==> src/rtl/retro_catc_pkg.sv <==
// ---------------------------------------------------------------------------
// retro_catc_pkg
// Shared types and helpers for the multi-channel CATC clock-enable generator.
//   catc_state_e     : per-channel operating state
//   MaxAccWidth      : widest accumulator the boost helper can handle
//   boost_increment  : Increment * (BoostFactor - 1), formed with 3 guard bits
//                      and truncated to the accumulator width
// ---------------------------------------------------------------------------
package retro_catc_pkg;

    localparam int unsigned MaxAccWidth = 64;

    typedef enum logic [1:0] {
        IDLE,
        RUN,
        STALL,
        CATCHUP
    } catc_state_e;

    // The product is formed with three guard bits so that BoostFactor up to 8
    // cannot overflow the intermediate value. Only the low bits feed the
    // accumulator, which wraps modulo its width anyway.
    function automatic logic [MaxAccWidth-1:0] boost_increment(
        input logic [MaxAccWidth-1:0] increment,
        input int unsigned            boostFactor
    );
        logic [MaxAccWidth+2:0] wideInc;
        logic [MaxAccWidth+2:0] wideMul;
        wideInc = {3'b000, increment};
        wideMul = (MaxAccWidth+3)'(boostFactor - 1);
        return MaxAccWidth'(wideInc * wideMul);
    endfunction

endpackage

==> src/rtl/retro_catc_multi_channel.sv <==
// ---------------------------------------------------------------------------
// retro_catc_channel
// One clock-enable channel: nominal and boost phase accumulators, the
// IDLE/RUN/STALL/CATCHUP state machine and the saturating debt counter.
// Ports:
//   Clk, Reset        : core clock, synchronous active-high reset
//   i_ClkEn           : global advance enable, low freezes the channel
//   i_Enable          : channel run enable
//   i_Increment       : nominal rate as a fraction of 2^AccWidth
//   i_EffDelay        : stall request after lockstep fan-in
//   i_ClearOverflow   : clears the sticky overflow flag
//   o_ClkEnOut        : registered one-Clk tick pulse
//   o_Debt            : current debt (ticks owed)
//   o_CatchingUp      : high while repaying debt
//   o_Overflow        : sticky, debt saturated
// ---------------------------------------------------------------------------
module retro_catc_channel
    import retro_catc_pkg::*;
#(
    parameter int unsigned AccWidth    = 32,
    parameter int unsigned DebtWidth   = 16,
    parameter int unsigned BoostFactor = 2
) (
    input  logic                 Clk,
    input  logic                 Reset,
    input  logic                 i_ClkEn,
    input  logic                 i_Enable,
    input  logic [AccWidth-1:0]  i_Increment,
    input  logic                 i_EffDelay,
    input  logic                 i_ClearOverflow,
    output logic                 o_ClkEnOut,
    output logic [DebtWidth-1:0] o_Debt,
    output logic                 o_CatchingUp,
    output logic                 o_Overflow
);

    // Boost accumulator starts half a turn ahead so boost carries fall
    // between nominal carries instead of colliding with them.
    localparam logic [AccWidth-1:0]  BAccInit = {1'b1, {(AccWidth-1){1'b0}}};
    localparam logic [DebtWidth-1:0] DebtMax  = '1;

    catc_state_e            r_State;
    logic [AccWidth-1:0]    r_NAcc;
    logic [AccWidth-1:0]    r_BAcc;
    logic [DebtWidth-1:0]   r_Debt;
    logic                   r_Tick;
    logic                   r_Overflow;

    catc_state_e            w_NextState;
    logic [AccWidth-1:0]    w_NextNAcc;
    logic [AccWidth-1:0]    w_NextBAcc;
    logic [DebtWidth-1:0]   w_NextDebt;
    logic                   w_NextTick;
    logic                   w_SetOverflow;

    logic [AccWidth-1:0]    w_BoostInc;
    logic [AccWidth:0]      w_NSum;
    logic [AccWidth:0]      w_BSum;
    logic                   w_NomCarry;
    logic                   w_BoostCarry;

    assign w_BoostInc   = AccWidth'(boost_increment(MaxAccWidth'(i_Increment), BoostFactor));
    assign w_NSum       = {1'b0, r_NAcc} + {1'b0, i_Increment};
    assign w_BSum       = {1'b0, r_BAcc} + {1'b0, w_BoostInc};
    assign w_NomCarry   = w_NSum[AccWidth];
    assign w_BoostCarry = w_BSum[AccWidth];

    always_ff @(posedge Clk) begin
        if (Reset) begin
            r_State    <= IDLE;
            r_NAcc     <= '0;
            r_BAcc     <= BAccInit;
            r_Debt     <= '0;
            r_Tick     <= 1'b0;
            r_Overflow <= 1'b0;
        end else begin
            r_State    <= w_NextState;
            r_NAcc     <= w_NextNAcc;
            r_BAcc     <= w_NextBAcc;
            r_Debt     <= w_NextDebt;
            r_Tick     <= w_NextTick;
            // A saturation in the same cycle as a clear keeps the flag set.
            r_Overflow <= w_SetOverflow | (r_Overflow & ~i_ClearOverflow);
        end
    end

    always_comb begin
        w_NextState   = r_State;
        w_NextNAcc    = r_NAcc;
        w_NextBAcc    = r_BAcc;
        w_NextDebt    = r_Debt;
        w_NextTick    = 1'b0;
        w_SetOverflow = 1'b0;

        if (i_ClkEn) begin
            if (!i_Enable) begin
                w_NextState = IDLE;
                w_NextNAcc  = '0;
                w_NextBAcc  = BAccInit;
                w_NextDebt  = '0;
            end else begin
                if (r_State != IDLE) begin
                    w_NextNAcc = w_NSum[AccWidth-1:0];
                    w_NextBAcc = w_BSum[AccWidth-1:0];
                end

                unique case (r_State)
                    IDLE: begin
                        w_NextState = RUN;
                    end
                    RUN: begin
                        w_NextTick = w_NomCarry;
                        if (i_EffDelay) begin
                            w_NextState = STALL;
                        end
                    end
                    STALL: begin
                        if (w_NomCarry) begin
                            if (r_Debt == DebtMax) begin
                                w_SetOverflow = 1'b1;
                            end else begin
                                w_NextDebt = r_Debt + DebtWidth'(1);
                            end
                        end
                        // Release decision uses the debt after this cycle's update.
                        if (!i_EffDelay) begin
                            w_NextState = (w_NextDebt != '0) ? CATCHUP : RUN;
                        end
                    end
                    CATCHUP: begin
                        // A boost carry coinciding with a nominal carry is dropped,
                        // so the channel never emits two ticks in one Clk.
                        if (w_NomCarry) begin
                            w_NextTick = 1'b1;
                        end else if (w_BoostCarry && (r_Debt != '0)) begin
                            w_NextTick = 1'b1;
                            w_NextDebt = r_Debt - DebtWidth'(1);
                        end
                        if (i_EffDelay) begin
                            w_NextState = STALL;
                        end else if (w_NextDebt == '0) begin
                            w_NextState = RUN;
                        end
                    end
                endcase
            end
        end
    end

    assign o_ClkEnOut   = r_Tick;
    assign o_Debt       = r_Debt;
    assign o_CatchingUp = (r_State == CATCHUP);
    assign o_Overflow   = r_Overflow;

endmodule

==> src/rtl/retro_catc_multi.sv <==
// ---------------------------------------------------------------------------
// retro_catc_multi
// Multi-channel fractional clock-enable generator with stall debt and boosted
// catch-up. Forms each channel's effective delay (optionally in lockstep) and
// instantiates one retro_catc_channel per channel.
// Ports:
//   Clk, Reset        : core clock, synchronous active-high reset
//   i_ClkEn           : global advance enable
//   i_Enable          : per-channel run enable
//   i_Increment       : per-channel nominal rate (fraction of 2^AccWidth)
//   i_Delay           : per-channel stall request
//   i_Lockstep        : any enabled channel's delay stalls all channels
//   i_ClearOverflow   : clears all overflow flags
//   o_ClkEnOut        : per-channel tick pulse
//   o_Debt            : per-channel debt
//   o_CatchingUp      : per-channel catch-up indicator
//   o_Overflow        : per-channel sticky debt saturation flag
// ---------------------------------------------------------------------------
module retro_catc_multi
    import retro_catc_pkg::*;
#(
    parameter int unsigned NumChannels = 2,
    parameter int unsigned AccWidth    = 32,
    parameter int unsigned DebtWidth   = 16,
    parameter int unsigned BoostFactor = 2
) (
    input  logic                                  Clk,
    input  logic                                  Reset,
    input  logic                                  i_ClkEn,
    input  logic [NumChannels-1:0]                i_Enable,
    input  logic [NumChannels-1:0][AccWidth-1:0]  i_Increment,
    input  logic [NumChannels-1:0]                i_Delay,
    input  logic                                  i_Lockstep,
    input  logic                                  i_ClearOverflow,
    output logic [NumChannels-1:0]                o_ClkEnOut,
    output logic [NumChannels-1:0][DebtWidth-1:0] o_Debt,
    output logic [NumChannels-1:0]                o_CatchingUp,
    output logic [NumChannels-1:0]                o_Overflow
);

    // Disabled channels must not hold the others hostage in lockstep mode.
    logic                   w_AnyDelay;
    logic [NumChannels-1:0] w_EffDelay;

    assign w_AnyDelay = |(i_Delay & i_Enable);

    for (genvar ch = 0; ch < NumChannels; ch++) begin : g_channel
        assign w_EffDelay[ch] = i_Lockstep ? w_AnyDelay : i_Delay[ch];

        retro_catc_channel #(
            .AccWidth    (AccWidth),
            .DebtWidth   (DebtWidth),
            .BoostFactor (BoostFactor)
        ) u_channel (
            .Clk             (Clk),
            .Reset           (Reset),
            .i_ClkEn         (i_ClkEn),
            .i_Enable        (i_Enable[ch]),
            .i_Increment     (i_Increment[ch]),
            .i_EffDelay      (w_EffDelay[ch]),
            .i_ClearOverflow (i_ClearOverflow),
            .o_ClkEnOut      (o_ClkEnOut[ch]),
            .o_Debt          (o_Debt[ch]),
            .o_CatchingUp    (o_CatchingUp[ch]),
            .o_Overflow      (o_Overflow[ch])
        );
    end

endmodule
==> config.mk <==
export PLATFORM = sky130hd
export DESIGN_NAME = retro_catc_multi
export DESIGN_NICKNAME = d
export VERILOG_FILES = /design/src/rtl/retro_catc_pkg.sv /design/src/rtl/retro_catc_multi_channel.sv /design/src/rtl/retro_catc_multi.sv
export SDC_FILE = /design/constraint.sdc
export NUM_CORES = 1
export LEC_CHECK = 0
export BUFFER_PORTS_ARGS = -buffer_cell sky130_fd_sc_hd__buf_2
export CORE_UTILIZATION = 60
export CTS_CLUSTER_DIAMETER = 30
export DETAILED_ROUTE_END_ITERATION = 7
export PLACE_DENSITY = 0.9
export SYNTH_ARGS = -nofsm -noshare
export SYNTH_HDL_FRONTEND = slang
export SYNTH_HIERARCHICAL = 1
export SYNTH_SLANG_ARGS = --single-unit
==> constraint.sdc <==
create_clock -name Clk -period 5.8 [get_ports Clk]
set_clock_uncertainty 0.2 [all_clocks]
set_input_delay 1.74 -clock Clk [delete_from_list [all_inputs] [get_ports Clk]]
set_output_delay 1.74 -clock Clk [all_outputs]
set_load 0.05 [all_outputs]
==> metrics <==
top-count cell post-synth nor2_1; P per Cell Area 184 nW/um^2; number of flops mapped to enable cells by yosys 0; sequential fraction of the synthesis area a little under a quarter; # DRC 0; worst-path fanout max 14; CTS Root Cell clkbuf_16; Avg Cell Area, Syn roughly 7.7 um^2; DRT Pass-1 Iters 5; Fill cells approximately 2000; routed wire length about 41 mm; max_cap viols 0; top cells by area, synth dfxtp_1 (23%), ha_1 (12%), nor2_1 (6.1%); Yosys cell types 100; Initial Utilization 61.3%; setup ws final about 0.41 ns; synthesized area ~14000 um^2; Slew @ Worst Pin between 1 and 1.5 ns; warnings from Yosys 6; top cell type's share of synthesized area about a quarter; DP HPWL between 20 and 30 mm; startpoint types input port; final core utilization 66.7%; hold wc startpoint g_channel[1].u_channel/r_NAcc[2]$_SDFFE_PP0P_; RePlAce Congestion 0.975; initial antenna violation count 4; Bufs on Longest Clock Path 2; later-pin clock latency in the skew report ~0.44 ns; IO buf count 110; FFs w/ async S/R, synth 0%; FF+latch count, synth between 150 and 200; status completed; io pins 111; Reg clk slew, reported paths around 0.08 ns; fmax 185 MHz; remaining antenna violation count 0; Nets 2136; vias in the first global route between 10000 and 15000; hold slack 0.272 ns; register area ~3400 um^2; Place WS 0.0720 ns; core area roughly 23000 um^2; post-CTS setup buffers 0; PostCTS Resize Cnt 0; Design Area, Final around 16000 um^2; share of layout cells above drive strength 1 between 10% and 20%; CP Data Required Time approximately 5.9 ns; VDD IR max about 0.00016 V; Reg-to-Reg End g_channel[0].u_channel/r_State[1]$_SDFFE_PP0P_; row cnt between 50 and 60; area of the multi-input gates 10400 um^2; gate count of the mapped netlist approximately 1900; cell taking the most area after synthesis dfxtp_1; CTS tree yes; CP arrival around 5.5 ns; crit share post-route 93.0%; initial drt markers about 1400; Slew Viols, Final 0; Vias/cell 6.52; total vias in the final route between 10000 and 15000; Most used DFF post-synth dfxtp_1; global-route wire length before repair around 67 mm; min Tclk post-route between 5 and 6 ns; R2R Setup Slk between 1 and 1.5 ns; kind of critical path in -> reg; Min-Delay Path Class reg -> reg; cts bufs inserted 17; P&R area growth vs syn 8.78%; CTS H-tree lvls 4; # setup viols final 0; Die W ~160 um; largest net degree at the start of global routing 62; hold_buf cts 0; height of the die roughly 160 um; commonest cells in the netlist nor2_1 (234), dfxtp_1 (168), a21oi_1 (158); CP Capture Type flop; Slew HR between 20% and 30%; endpoints failing hold 0; WL per Instance 18.2 um; setup TNS 0 ns; unrepaired setup endpoints after global routing false; gr ovfl total 0; Clock Sinks 168; syn nets approximately 2100; placed instance area between 15000 and 20000 um^2; Min-Delay Endpoint g_channel[1].u_channel/r_NAcc[2]$_SDFFE_PP0P_; DIE AREA about 25000 um^2; Worst Reg-to-Reg Cells 15; reg2reg start g_channel[0].u_channel/r_BAcc[0]$_SDFFE_PP0P_; Pleak around 6.9 nW; global-route usage over all layers between 30% and 40%; Min-Delay Path Depth 2
## worst max-delay path by stage
stage / start / to / slack, ns / depth (start not counted)
finish: i_Increment[0] / g_channel[0].u_channel/r_State[1]$_SDFFE_PP0P_ / 0.41 / 16
global route: i_Increment[0] / g_channel[0].u_channel/r_State[1]$_SDFFE_PP0P_ / 0.17 / 16
CTS: i_Increment[0] / g_channel[0].u_channel/r_State[1]$_SDFFE_PP0P_ / 0.54 / 16
detailed placement: i_Increment[0] / g_channel[0].u_channel/r_State[1]$_SDFFE_PP0P_ / 0.07 / 16
global placement: i_Increment[0] / g_channel[0].u_channel/r_State[1]$_SDFFE_PP0P_ / 0.23 / 15
floorplan: i_Increment[0] / g_channel[0].u_channel/r_State[1]$_SDFFE_PP0P_ / 0.76 / 15
## power by group
part	switching, mW	leakage [nW]	total, mW	internal [mW]
Combinational	0.345	5.23	0.562	0.216
Clock	0.556	0.279	1.12	0.568
Sequential	0.0217	1.36	1.20	1.18
## sequential cells by signal, indices dropped and copies added (netlist names)
register                        cells
g_channel.u_channel/r_BAcc         64
g_channel.u_channel/r_NAcc         64
g_channel.u_channel/o_ClkEnOut      2
g_channel.u_channel/r_State         4
g_channel.u_channel/o_Overflow      2
g_channel.u_channel/o_Debt         32
## metrics by stage
step	std cells	power [mW]
after floorplan	1876	1.63
after global placement	2225	1.75
after detailed placement	2225	1.77
after CTS	2257	2.89
after global routing	2258	3.01
final	2260	2.89
## logic make-up (layout without fill, tap and decap cells)
kind of cell    after synthesis  after routing  synth area share (%)
compound gates              623            623                  29.5
xor+xnor                    117            117                  7.12
fa+ha+maj                   138            138                  12.2
buf+inv                     155            217                  4.31
flops                       168            168                  23.4
mux                          20             20                  1.42
other cells                   0              3                     0
simple gates                655            655                  22.1
## routing by layer
layer  global-route usage, %  routed length, um  part of all wire (%)  vias up
li1                        -                  -                     -     7022
met1                    43.9              18200                    44     6968
met2                    55.2              18900                    46      647
met3                    5.51               3170                   7.7      100
met4                    10.5                935                   2.3        2
met5                       0                 13                 0.032        -
## critical path, cell delays in order
cell      delay, ns
buf_2          0.10
ha_1           0.17
inv_1          0.06
fa_1           0.38
nand2b_1       0.23
a21oi_1        0.26
o211ai_1       0.21
a31oi_1        0.46
nand4_1        0.24
a21oi_2        0.17
buf_4          0.20
nand4_1        0.13
mux2i_1        0.24
nand4_1        0.14
o41ai_2        0.43
mux2_1         0.35
## cells in the final DEF (no fill, tap or decap), types with 9 or more instances in the layout
cell and instances:
a21oi_1 158, o211ai_1 15, nand4_1 31, a31oi_1 15
clkbuf_16 17, nand2b_1 30, o21ai_0 92, buf_4 19
or3_1 15, nor2b_1 13, o21bai_1 9, inv_1 56
a21o_1 66, mux2i_1 16, o21a_1 22, nor4_1 15
xnor2_1 77, buf_2 109, a22o_1 10, nor3_1 34
a211oi_1 18, nor2_1 232, o21ai_1 13, nand3_1 53
dfxtp_1 168, and2_1 19, and3_1 18, o31ai_1 13
ha_1 134, a211o_1 11, xor2_1 40, nand2_1 140
a22oi_1 87
## area by class of cell
| type | instances | share of cell area, % |
|---|---|---|
| flip-flops and latches | 168 | 21.5 |
| multi-input cells | 1553 | 66.6 |
| clock buffers | 17 | 2.72 |
| repair buffers | 128 | 4.39 |
| clock inverters | 15 | 0.887 |
| inverters | 57 | 1.37 |
| diodes | 3 | 0.0479 |
| well taps | 319 | 2.55 |
Power figures use the tool's default switching activity.
